[src/rtl/alu_datapath_pkg.sv]
// Shared types and encodings for the alu_datapath execution slice: opcodes, B-operand
// selects, PSR bit positions, and the control-word / writeback payload structs.
package alu_datapath_pkg;

  localparam int unsigned WIDTH  = 16;
  localparam int unsigned NREGS  = 16;
  localparam int unsigned FLAG_W = 5;
  localparam int unsigned IDX_W  = 4;
  localparam int unsigned OP_W   = 4;
  localparam int unsigned BSEL_W = 2;

  typedef enum logic [OP_W-1:0] {
    OP_NOP = 4'h0,
    OP_ADD = 4'h1,
    OP_SUB = 4'h2,
    OP_AND = 4'h3,
    OP_OR  = 4'h4,
    OP_XOR = 4'h5,
    OP_CMP = 4'h6,
    OP_MOV = 4'h7
  } opcode_e;

  typedef enum logic [BSEL_W-1:0] {
    B_SEL_REG  = 2'b00,
    B_SEL_IMM  = 2'b01,
    B_SEL_PSR  = 2'b10,
    B_SEL_ZERO = 2'b11
  } b_sel_e;

  // PSR layout is {N,Z,F,L,C}, MSB first
  localparam int unsigned PSR_N = 4;
  localparam int unsigned PSR_Z = 3;
  localparam int unsigned PSR_F = 2;
  localparam int unsigned PSR_L = 1;
  localparam int unsigned PSR_C = 0;

  typedef struct packed {
    logic [NREGS-1:0]  reg_en;
    logic [IDX_W-1:0]  reg_a;
    logic [IDX_W-1:0]  reg_b;
    logic [WIDTH-1:0]  imm;
    logic [BSEL_W-1:0] b_sel;
    logic [OP_W-1:0]   opcode;
    logic              flag_en;
  } ctrl_t;

  typedef struct packed {
    logic [NREGS-1:0]  en;
    logic [WIDTH-1:0]  data;
    logic [FLAG_W-1:0] flags;
    logic              flag_v;
  } wb_t;

  // Unassigned encodings behave as NOP so a stray opcode can never corrupt state
  function automatic logic op_is_nop(input logic [OP_W-1:0] op);
    case (op)
      OP_ADD, OP_SUB, OP_AND, OP_OR, OP_XOR, OP_CMP, OP_MOV: op_is_nop = 1'b0;
      default:                                               op_is_nop = 1'b1;
    endcase
  endfunction

  function automatic logic op_writes_rf(input logic [OP_W-1:0] op);
    case (op)
      OP_ADD, OP_SUB, OP_AND, OP_OR, OP_XOR, OP_MOV: op_writes_rf = 1'b1;
      default:                                       op_writes_rf = 1'b0;
    endcase
  endfunction

endpackage

[src/rtl/alu_datapath_alu16.sv]
// alu16: combinational {opcode, A, B} -> {result, flags {N,Z,F,L,C}}.
module alu16
  import alu_datapath_pkg::*;
(
  input  logic [OP_W-1:0]   op_i,
  input  logic [WIDTH-1:0]  a_i,
  input  logic [WIDTH-1:0]  b_i,
  output logic [WIDTH-1:0]  result_o,
  output logic [FLAG_W-1:0] flags_o
);

  logic [WIDTH:0]   sum;
  logic [WIDTH:0]   diff;
  logic [WIDTH-1:0] res;
  logic             carry;
  logic             ovf;
  logic             less;

  always_comb begin
    sum   = (WIDTH+1)'(a_i) + (WIDTH+1)'(b_i);
    diff  = (WIDTH+1)'(a_i) - (WIDTH+1)'(b_i);
    res   = '0;
    carry = 1'b0;
    ovf   = 1'b0;
    less  = 1'b0;
    case (opcode_e'(op_i))
      OP_ADD: begin
        res   = sum[WIDTH-1:0];
        carry = sum[WIDTH];
        ovf   = (a_i[WIDTH-1] == b_i[WIDTH-1]) && (res[WIDTH-1] != a_i[WIDTH-1]);
      end
      // diff[WIDTH] is the borrow, i.e. A < B unsigned
      OP_SUB, OP_CMP: begin
        res   = diff[WIDTH-1:0];
        carry = diff[WIDTH];
        less  = diff[WIDTH];
        ovf   = (a_i[WIDTH-1] != b_i[WIDTH-1]) && (res[WIDTH-1] != a_i[WIDTH-1]);
      end
      OP_AND:  res = a_i & b_i;
      OP_OR:   res = a_i | b_i;
      OP_XOR:  res = a_i ^ b_i;
      OP_MOV:  res = b_i;
      default: res = '0;
    endcase
  end

  always_comb begin
    flags_o = '0;
    if (!op_is_nop(op_i)) begin
      flags_o[PSR_N] = res[WIDTH-1];
      flags_o[PSR_Z] = (res == '0);
      flags_o[PSR_F] = ovf;
      flags_o[PSR_L] = less;
      flags_o[PSR_C] = carry;
    end
  end

  assign result_o = res;

endmodule

[src/rtl/alu_datapath.sv]
// Execution datapath: 16x16 register file, B-operand mux, ALU and 5-bit PSR with writeback.
// Define DP_PIPE_EN to add a forwarding writeback stage (commit latency 2 instead of 1).
module alu_datapath
  import alu_datapath_pkg::*;
(
  input  logic               clk,
  input  logic               rst,
  input  logic [NREGS-1:0]   reg_en,
  input  logic [IDX_W-1:0]   reg_a,
  input  logic [IDX_W-1:0]   reg_b,
  input  logic [WIDTH-1:0]   imm,
  input  logic [BSEL_W-1:0]  b_sel,
  input  logic [OP_W-1:0]    opcode,
  input  logic               flag_en,
  output logic [WIDTH-1:0]   result,
  output logic [FLAG_W-1:0]  psr,
  input  logic [IDX_W-1:0]   dbg_sel,
  output logic [WIDTH-1:0]   dbg_data
);

  ctrl_t             ctrl;
  logic [WIDTH-1:0]  rf_q [NREGS];
  logic [WIDTH-1:0]  rf_d [NREGS];
  logic [FLAG_W-1:0] psr_q;
  logic [FLAG_W-1:0] psr_d;
  logic [WIDTH-1:0]  a_op;
  logic [WIDTH-1:0]  rf_b;
  logic [WIDTH-1:0]  b_op;
  logic [FLAG_W-1:0] psr_src;
  logic [WIDTH-1:0]  alu_res;
  logic [FLAG_W-1:0] alu_flags;
  logic [NREGS-1:0]  wr_en;
  logic              flag_ld;
  wb_t               commit;

  assign ctrl = '{reg_en: reg_en, reg_a: reg_a, reg_b: reg_b, imm: imm,
                  b_sel: b_sel, opcode: opcode, flag_en: flag_en};

  // CMP and NOP never write the register file; NOP also never touches the PSR
  assign wr_en   = op_writes_rf(ctrl.opcode) ? ctrl.reg_en : '0;
  assign flag_ld = ctrl.flag_en && !op_is_nop(ctrl.opcode);

`ifdef DP_PIPE_EN
  wb_t wb_q;
  wb_t wb_d;

  assign wb_d = '{en: wr_en, data: alu_res, flags: alu_flags, flag_v: flag_ld};

  always_ff @(posedge clk or posedge rst) begin
    if (rst) begin
      wb_q <= '0;
    end else begin
      wb_q <= wb_d;
    end
  end

  // Forward the pending writeback so dependent back-to-back ops see the same values as the 1-stage build
  assign a_op    = wb_q.en[ctrl.reg_a] ? wb_q.data  : rf_q[ctrl.reg_a];
  assign rf_b    = wb_q.en[ctrl.reg_b] ? wb_q.data  : rf_q[ctrl.reg_b];
  assign psr_src = wb_q.flag_v         ? wb_q.flags : psr_q;
  assign commit  = wb_q;
`else
  assign a_op    = rf_q[ctrl.reg_a];
  assign rf_b    = rf_q[ctrl.reg_b];
  assign psr_src = psr_q;
  assign commit  = '{en: wr_en, data: alu_res, flags: alu_flags, flag_v: flag_ld};
`endif

  always_comb begin
    b_op = '0;
    case (b_sel_e'(ctrl.b_sel))
      B_SEL_REG:  b_op = rf_b;
      B_SEL_IMM:  b_op = ctrl.imm;
      B_SEL_PSR:  b_op = WIDTH'(psr_src);
      B_SEL_ZERO: b_op = '0;
    endcase
  end

  alu16 u_alu (
    .op_i     (ctrl.opcode),
    .a_i      (a_op),
    .b_i      (b_op),
    .result_o (alu_res),
    .flags_o  (alu_flags)
  );

  assign result = rst ? '0 : alu_res;

  // Commit: multi-hot enables load every selected register with the same value
  always_comb begin
    for (int unsigned i = 0; i < NREGS; i++) begin
      rf_d[i] = commit.en[i] ? commit.data : rf_q[i];
    end
    psr_d = commit.flag_v ? commit.flags : psr_q;
  end

  always_ff @(posedge clk or posedge rst) begin
    if (rst) begin
      for (int unsigned i = 0; i < NREGS; i++) begin
        rf_q[i] <= '0;
      end
      psr_q <= '0;
    end else begin
      for (int unsigned i = 0; i < NREGS; i++) begin
        rf_q[i] <= rf_d[i];
      end
      psr_q <= psr_d;
    end
  end

  assign psr      = psr_q;
  assign dbg_data = rf_q[dbg_sel];

endmodule

[config.mk]
export PLATFORM = sky130hd
export DESIGN_NAME = alu_datapath
export DESIGN_NICKNAME = d
export VERILOG_FILES = /design/src/rtl/alu_datapath_pkg.sv /design/src/rtl/alu_datapath_alu16.sv /design/src/rtl/alu_datapath.sv
export SDC_FILE = /design/constraint.sdc
export NUM_CORES = 1
export LEC_CHECK = 0
export CAP_MARGIN = 20
export CORE_MARGIN = 2
export CORE_UTILIZATION = 55
export DETAILED_ROUTE_END_ITERATION = 8
export HOLD_SLACK_MARGIN = 0.06
export PLACE_DENSITY = 0.78
export SLEW_MARGIN = 20
export SYNTH_ARGS = -nofsm -noshare
export SYNTH_HDL_FRONTEND = slang
export SYNTH_SLANG_ARGS = --single-unit
[constraint.sdc]
create_clock -name clk -period 13 [get_ports clk]
set_input_delay 1.95 -clock clk [delete_from_list [all_inputs] [get_ports clk]]
set_output_delay 1.95 -clock clk [all_outputs]
set_load 0.02 [all_outputs]
==> impl_metrics.xml <==
<?xml version="1.0" encoding="UTF-8"?>
<metrics>
  <group name="run_status">
    <metric name="run_status" unit="">finished, final reports clean</metric>
  </group>
  <group name="grt">
    <metric name="pin_count_of_the_biggest_net_entering_global_routing" unit="">146</metric>
    <metric name="grt_first_pass_wirelength" unit="microns">90300</metric>
    <metric name="grt_usage" unit="%">35.4</metric>
    <metric name="grt_overflow_total" unit="">0</metric>
    <metric name="grt_pass1_vias" unit="">15100</metric>
    <metric name="antenna_found_initial" unit="">1</metric>
  </group>
  <group name="yosys">
    <metric name="synth.yosys.warnings" unit="">0</metric>
    <metric name="mappedNetlistNets" unit="">1800</metric>
    <metric name="yosys.area.top_type" unit="">dfrtp_1</metric>
    <metric name="async_flop_share" unit="%">100</metric>
    <metric name="distinct_cells_synth" unit="">77</metric>
    <metric name="postSynthCellCount" unit="">1696</metric>
    <metric name="synthesis.area_per_instance" unit="sq um">10.7</metric>
    <metric name="netlist_area" unit="sq um">18100</metric>
    <metric name="synth_sequential_area_ratio" unit="%">36.1</metric>
    <metric name="cells_taking_the_most_area_after_synthesis" unit="">dfrtp_1, mux4_2, o21ai_0</metric>
    <metric name="synth_commonest_cells" unit="">nand2_1, o21ai_0, dfrtp_1</metric>
    <metric name="postSynthRegisterBits" unit="">261</metric>
    <metric name="synth_edf_count" unit="">0</metric>
    <metric name="synthDominantCellAreaShare" unit="%">36.1</metric>
    <metric name="synth_flop_cell" unit="">dfrtp_1</metric>
    <metric name="synth_most_common_cell" unit="">nand2_1</metric>
  </group>
  <group name="clock_tree">
    <metric name="clock_path_buffers" unit="">3</metric>
    <metric name="cts_hold_repair_buffers" unit="">0</metric>
    <metric name="post_cts_buffers" unit="">0</metric>
    <metric name="cts.sink_count" unit="">261</metric>
    <metric name="cts_buffers" unit="">29</metric>
    <metric name="htreeDepth" unit="">1</metric>
    <metric name="clk_root_buffer_cell" unit="">clkbuf_16</metric>
    <metric name="clock_transition_time_at_the_flip_flop_clock_pins_of_the_worst_setup_and_hold_paths" unit="ns">0.06</metric>
    <metric name="insertion_delay" unit="ns">0.57</metric>
    <metric name="tritoncts_clock_tree" unit="">done</metric>
    <metric name="cts-resized-gates" unit="">0</metric>
  </group>
  <group name="critical_path">
    <metric name="critical_path.n_buffers_inverters" unit="">3</metric>
    <metric name="crit_required" unit="ns">11.05</metric>
    <metric name="criticalPathCategory" unit="">input port to output port</metric>
    <metric name="slowest_cell_on_the_critical_path" unit="">clkdlybuf4s50_1</metric>
    <metric name="endpoint_kind" unit="">output port</metric>
    <metric name="critical-path-max-stage-delay" unit="ns">0.68</metric>
    <metric name="critical_path.top_delay_family" unit="">buffers and inverters</metric>
    <metric name="worst_setup_sp_type" unit="">input port</metric>
    <metric name="timing.critical_path.fanout_max" unit="">35</metric>
    <metric name="worstPathCellList" unit="">buf_4, buf_4, mux4_1, mux4_2, mux2i_1, o21a_1, ha_1, nor2b_1, or4_1, o2111a_1, nor3_1, o21ai_0, o22ai_1, nor3_1, or2_2, nor2_1, clkdlybuf4s50_1</metric>
    <metric name="critical_path_data_arrival_time" unit="ns">8.26</metric>
  </group>
  <group name="power_and_ir_drop">
    <metric name="power.share.switching" unit="%">38.7</metric>
    <metric name="clkPwrFrac" unit="%">23.3</metric>
    <metric name="internal-power" unit="mW">2.51</metric>
    <metric name="pwr-share-comb" unit="%">42.5</metric>
    <metric name="total_switching_power" unit="mW">1.58</metric>
    <metric name="seq_power_share" unit="%">34.1</metric>
    <metric name="vdd_ir_drop_max" unit="uV">144</metric>
    <metric name="leakage_power" unit="nW">8.44</metric>
    <metric name="p_total" unit="mW">4.09</metric>
    <metric name="power-per-cell-area" unit="nW/um^2">200</metric>
  </group>
  <group name="finish">
    <metric name="combined_area_of_the_multi_input_logic_cells" unit="sq um">10800</metric>
    <metric name="area_growth_syn_to_layout" unit="%">12.8</metric>
    <metric name="seq_area" unit="sq um">6530</metric>
    <metric name="fraction_of_layout_cells_with_a_size_suffix_above_1" unit="%">20.5</metric>
    <metric name="layout.nets" unit="">1813</metric>
    <metric name="fillerInstances" unit="">2439</metric>
  </group>
  <group name="die">
    <metric name="rows" unit="">66</metric>
    <metric name="fp.coreArea" unit="sq um">32500</metric>
    <metric name="die-width" unit="microns">185</metric>
    <metric name="start_util" unit="%">55.8</metric>
    <metric name="io_pins" unit="">90</metric>
    <metric name="fp.dieArea" unit="sq um">34400</metric>
    <metric name="die_height" unit="microns">185</metric>
  </group>
  <group name="run">
    <metric name="drv.max_cap_violation_count" unit="">0</metric>
  </group>
  <group name="drt">
    <metric name="wl_per_cell" unit="microns">27.1</metric>
    <metric name="dr.first_iter.drc_count" unit="">2121</metric>
    <metric name="postRouteAntennaNets" unit="">0</metric>
    <metric name="met2_length" unit="microns">26600</metric>
    <metric name="met1Wirelength" unit="microns">21100</metric>
    <metric name="drc" unit="">0</metric>
    <metric name="drt_pass_1_iters" unit="">7</metric>
    <metric name="routed.top_layer" unit="">met4</metric>
    <metric name="total_wirelength" unit="microns">59000</metric>
    <metric name="vias" unit="">15400</metric>
    <metric name="met3_length" unit="microns">8100</metric>
    <metric name="vias_per_cell" unit="">7.08</metric>
  </group>
  <group name="timing">
    <metric name="setup_viol" unit="">0</metric>
    <metric name="finalWorstPathRequiredPeriod" unit="ns">10.21</metric>
    <metric name="max_clock_freq" unit="MHz">98.0</metric>
    <metric name="max_slew_margin" unit="%">19.3</metric>
    <metric name="clock_skew" unit="ns">0.0245</metric>
    <metric name="report.final.hold_viol_count" unit="">0</metric>
    <metric name="rsz0062_at_grt" unit="">no</metric>
    <metric name="tightestPinTransition" unit="ns">1.21</metric>
    <metric name="final-max-slew-violation-count" unit="">0</metric>
    <metric name="period_share" unit="%">78.5</metric>
    <metric name="timing.setup.tns" unit="ns">0</metric>
  </group>
  <group name="placed_design">
    <metric name="number_of_i_o_port_buffers" unit="">89</metric>
    <metric name="dp_hpwl" unit="microns">37100</metric>
    <metric name="gp_routability_congestion" unit="">0.934</metric>
  </group>
  <group name="worst_hold_path">
    <metric name="holdCritPathClass" unit="">register to register</metric>
  </group>
</metrics>
-- through the flow --
stage	hold slack (ns)	setup WS [ns]	instance area, sq um	instances	utilization, %
detailed placement	0.509	2.88	19300	2120	59.5
global route	0.553	2.49	20400	2173	62.9
floorplan	0.474	2.03	18100	1696	-
CTS	0.523	2.84	20400	2173	62.9
global placement	0.493	3.04	19300	2120	59.5
finish	0.520	2.79	20400	2174	62.9
-- cells in the final DEF (no fill, tap or decap), types with 9 or more instances in the layout --
master	count
nand2b_1	12
buf_4	52
a22oi_1	13
nor2b_1	12
a21o_1	12
o22ai_1	17
clkbuf_16	29
nor2_1	67
inv_1	48
ha_1	49
clkdlybuf4s50_1	82
nand3_1	11
dfrtp_1	261
mux4_2	221
nand2_1	309
nor3_1	14
mux2i_1	19
a221o_1	9
a21oi_1	52
o21ai_0	283
-- routing by layer --
| metal | GRT usage, % | up-vias |
|---|---|---|
| li1 | - | 6362 |
| met1 | 47.3 | 7556 |
| met2 | 54.0 | 1219 |
| met3 | 10.1 | 251 |
| met4 | 16.2 | 0 |
| met5 | 0 | - |
-- power by group through the flow --
stage          clock network [mW]  logic [mW]  registers, mW
6_report                    0.955        1.74           1.40
3_3_place_gp                    0        1.65           1.35
4_1_cts                     0.959        1.71           1.38
3_5_place_dp                    0        1.69           1.39
5_1_grt                     0.994        1.88           1.42
2_1_floorplan                   0        1.24           1.29
-- final cells by class --
cell class,count,share of cell area [%]
antenna,1,0.0123
clock buffer,36,3.98
clock inverter,17,1.49
inverter,51,0.974
multi-input combinational,1229,52.8
sequential,261,32.0
tap,442,2.71
timing repair buffer,137,6.08
-- kinds of logic after synthesis --
| kind of cell | after synthesis | share of synthesized area (%) |
|---|---|---|
| AND/OR/NAND/NOR | 469 | 11.2 |
| AO/OA/AOI/OAI | 453 | 14.8 |
| flip-flops | 261 | 36.1 |
| multiplexers | 247 | 29.5 |
| buffers and inverters | 206 | 4.44 |
| adder cells (fa/ha/maj) | 51 | 3.61 |
| XOR/XNOR | 9 | 0.435 |
-- worst register-to-register path, delay by kind of cell, from the launching register on --
| kind | cells | cell delay [ns] |
|---|---|---|
| mux | 2 | 0.73 |
| fa+ha+maj | 2 | 0.78 |
| flops | 1 | 0.43 |
| buf+inv | 1 | 0.25 |
| simple gates | 5 | 1.33 |
| compound gates | 5 | 1.59 |
-- worst paths after layout --
check / depth (start not counted) / from / slack, ns / endpoint
setup / recovery: 17 / reg_b[0] / 2.79 / result[15]
hold / removal: 2 / rf_q[7] / 0.52 / rf_q[7]
setup reg to reg: 15 / rf_q[48] / 7.77 / psr[3]
hold reg to reg: 2 / rf_q[7] / 0.52 / rf_q[7]
max in group asynchronous: 3 / rst / 9.71 / rf_q[64]
min in group asynchronous: 2 / rst / 1.92 / rf_q[220]
-- state kept, by name, summed over array words and instances (netlist names) --
signal,flops
rf_q,256
psr,5
No activity file was read; power rests on OpenSTA's default activity.
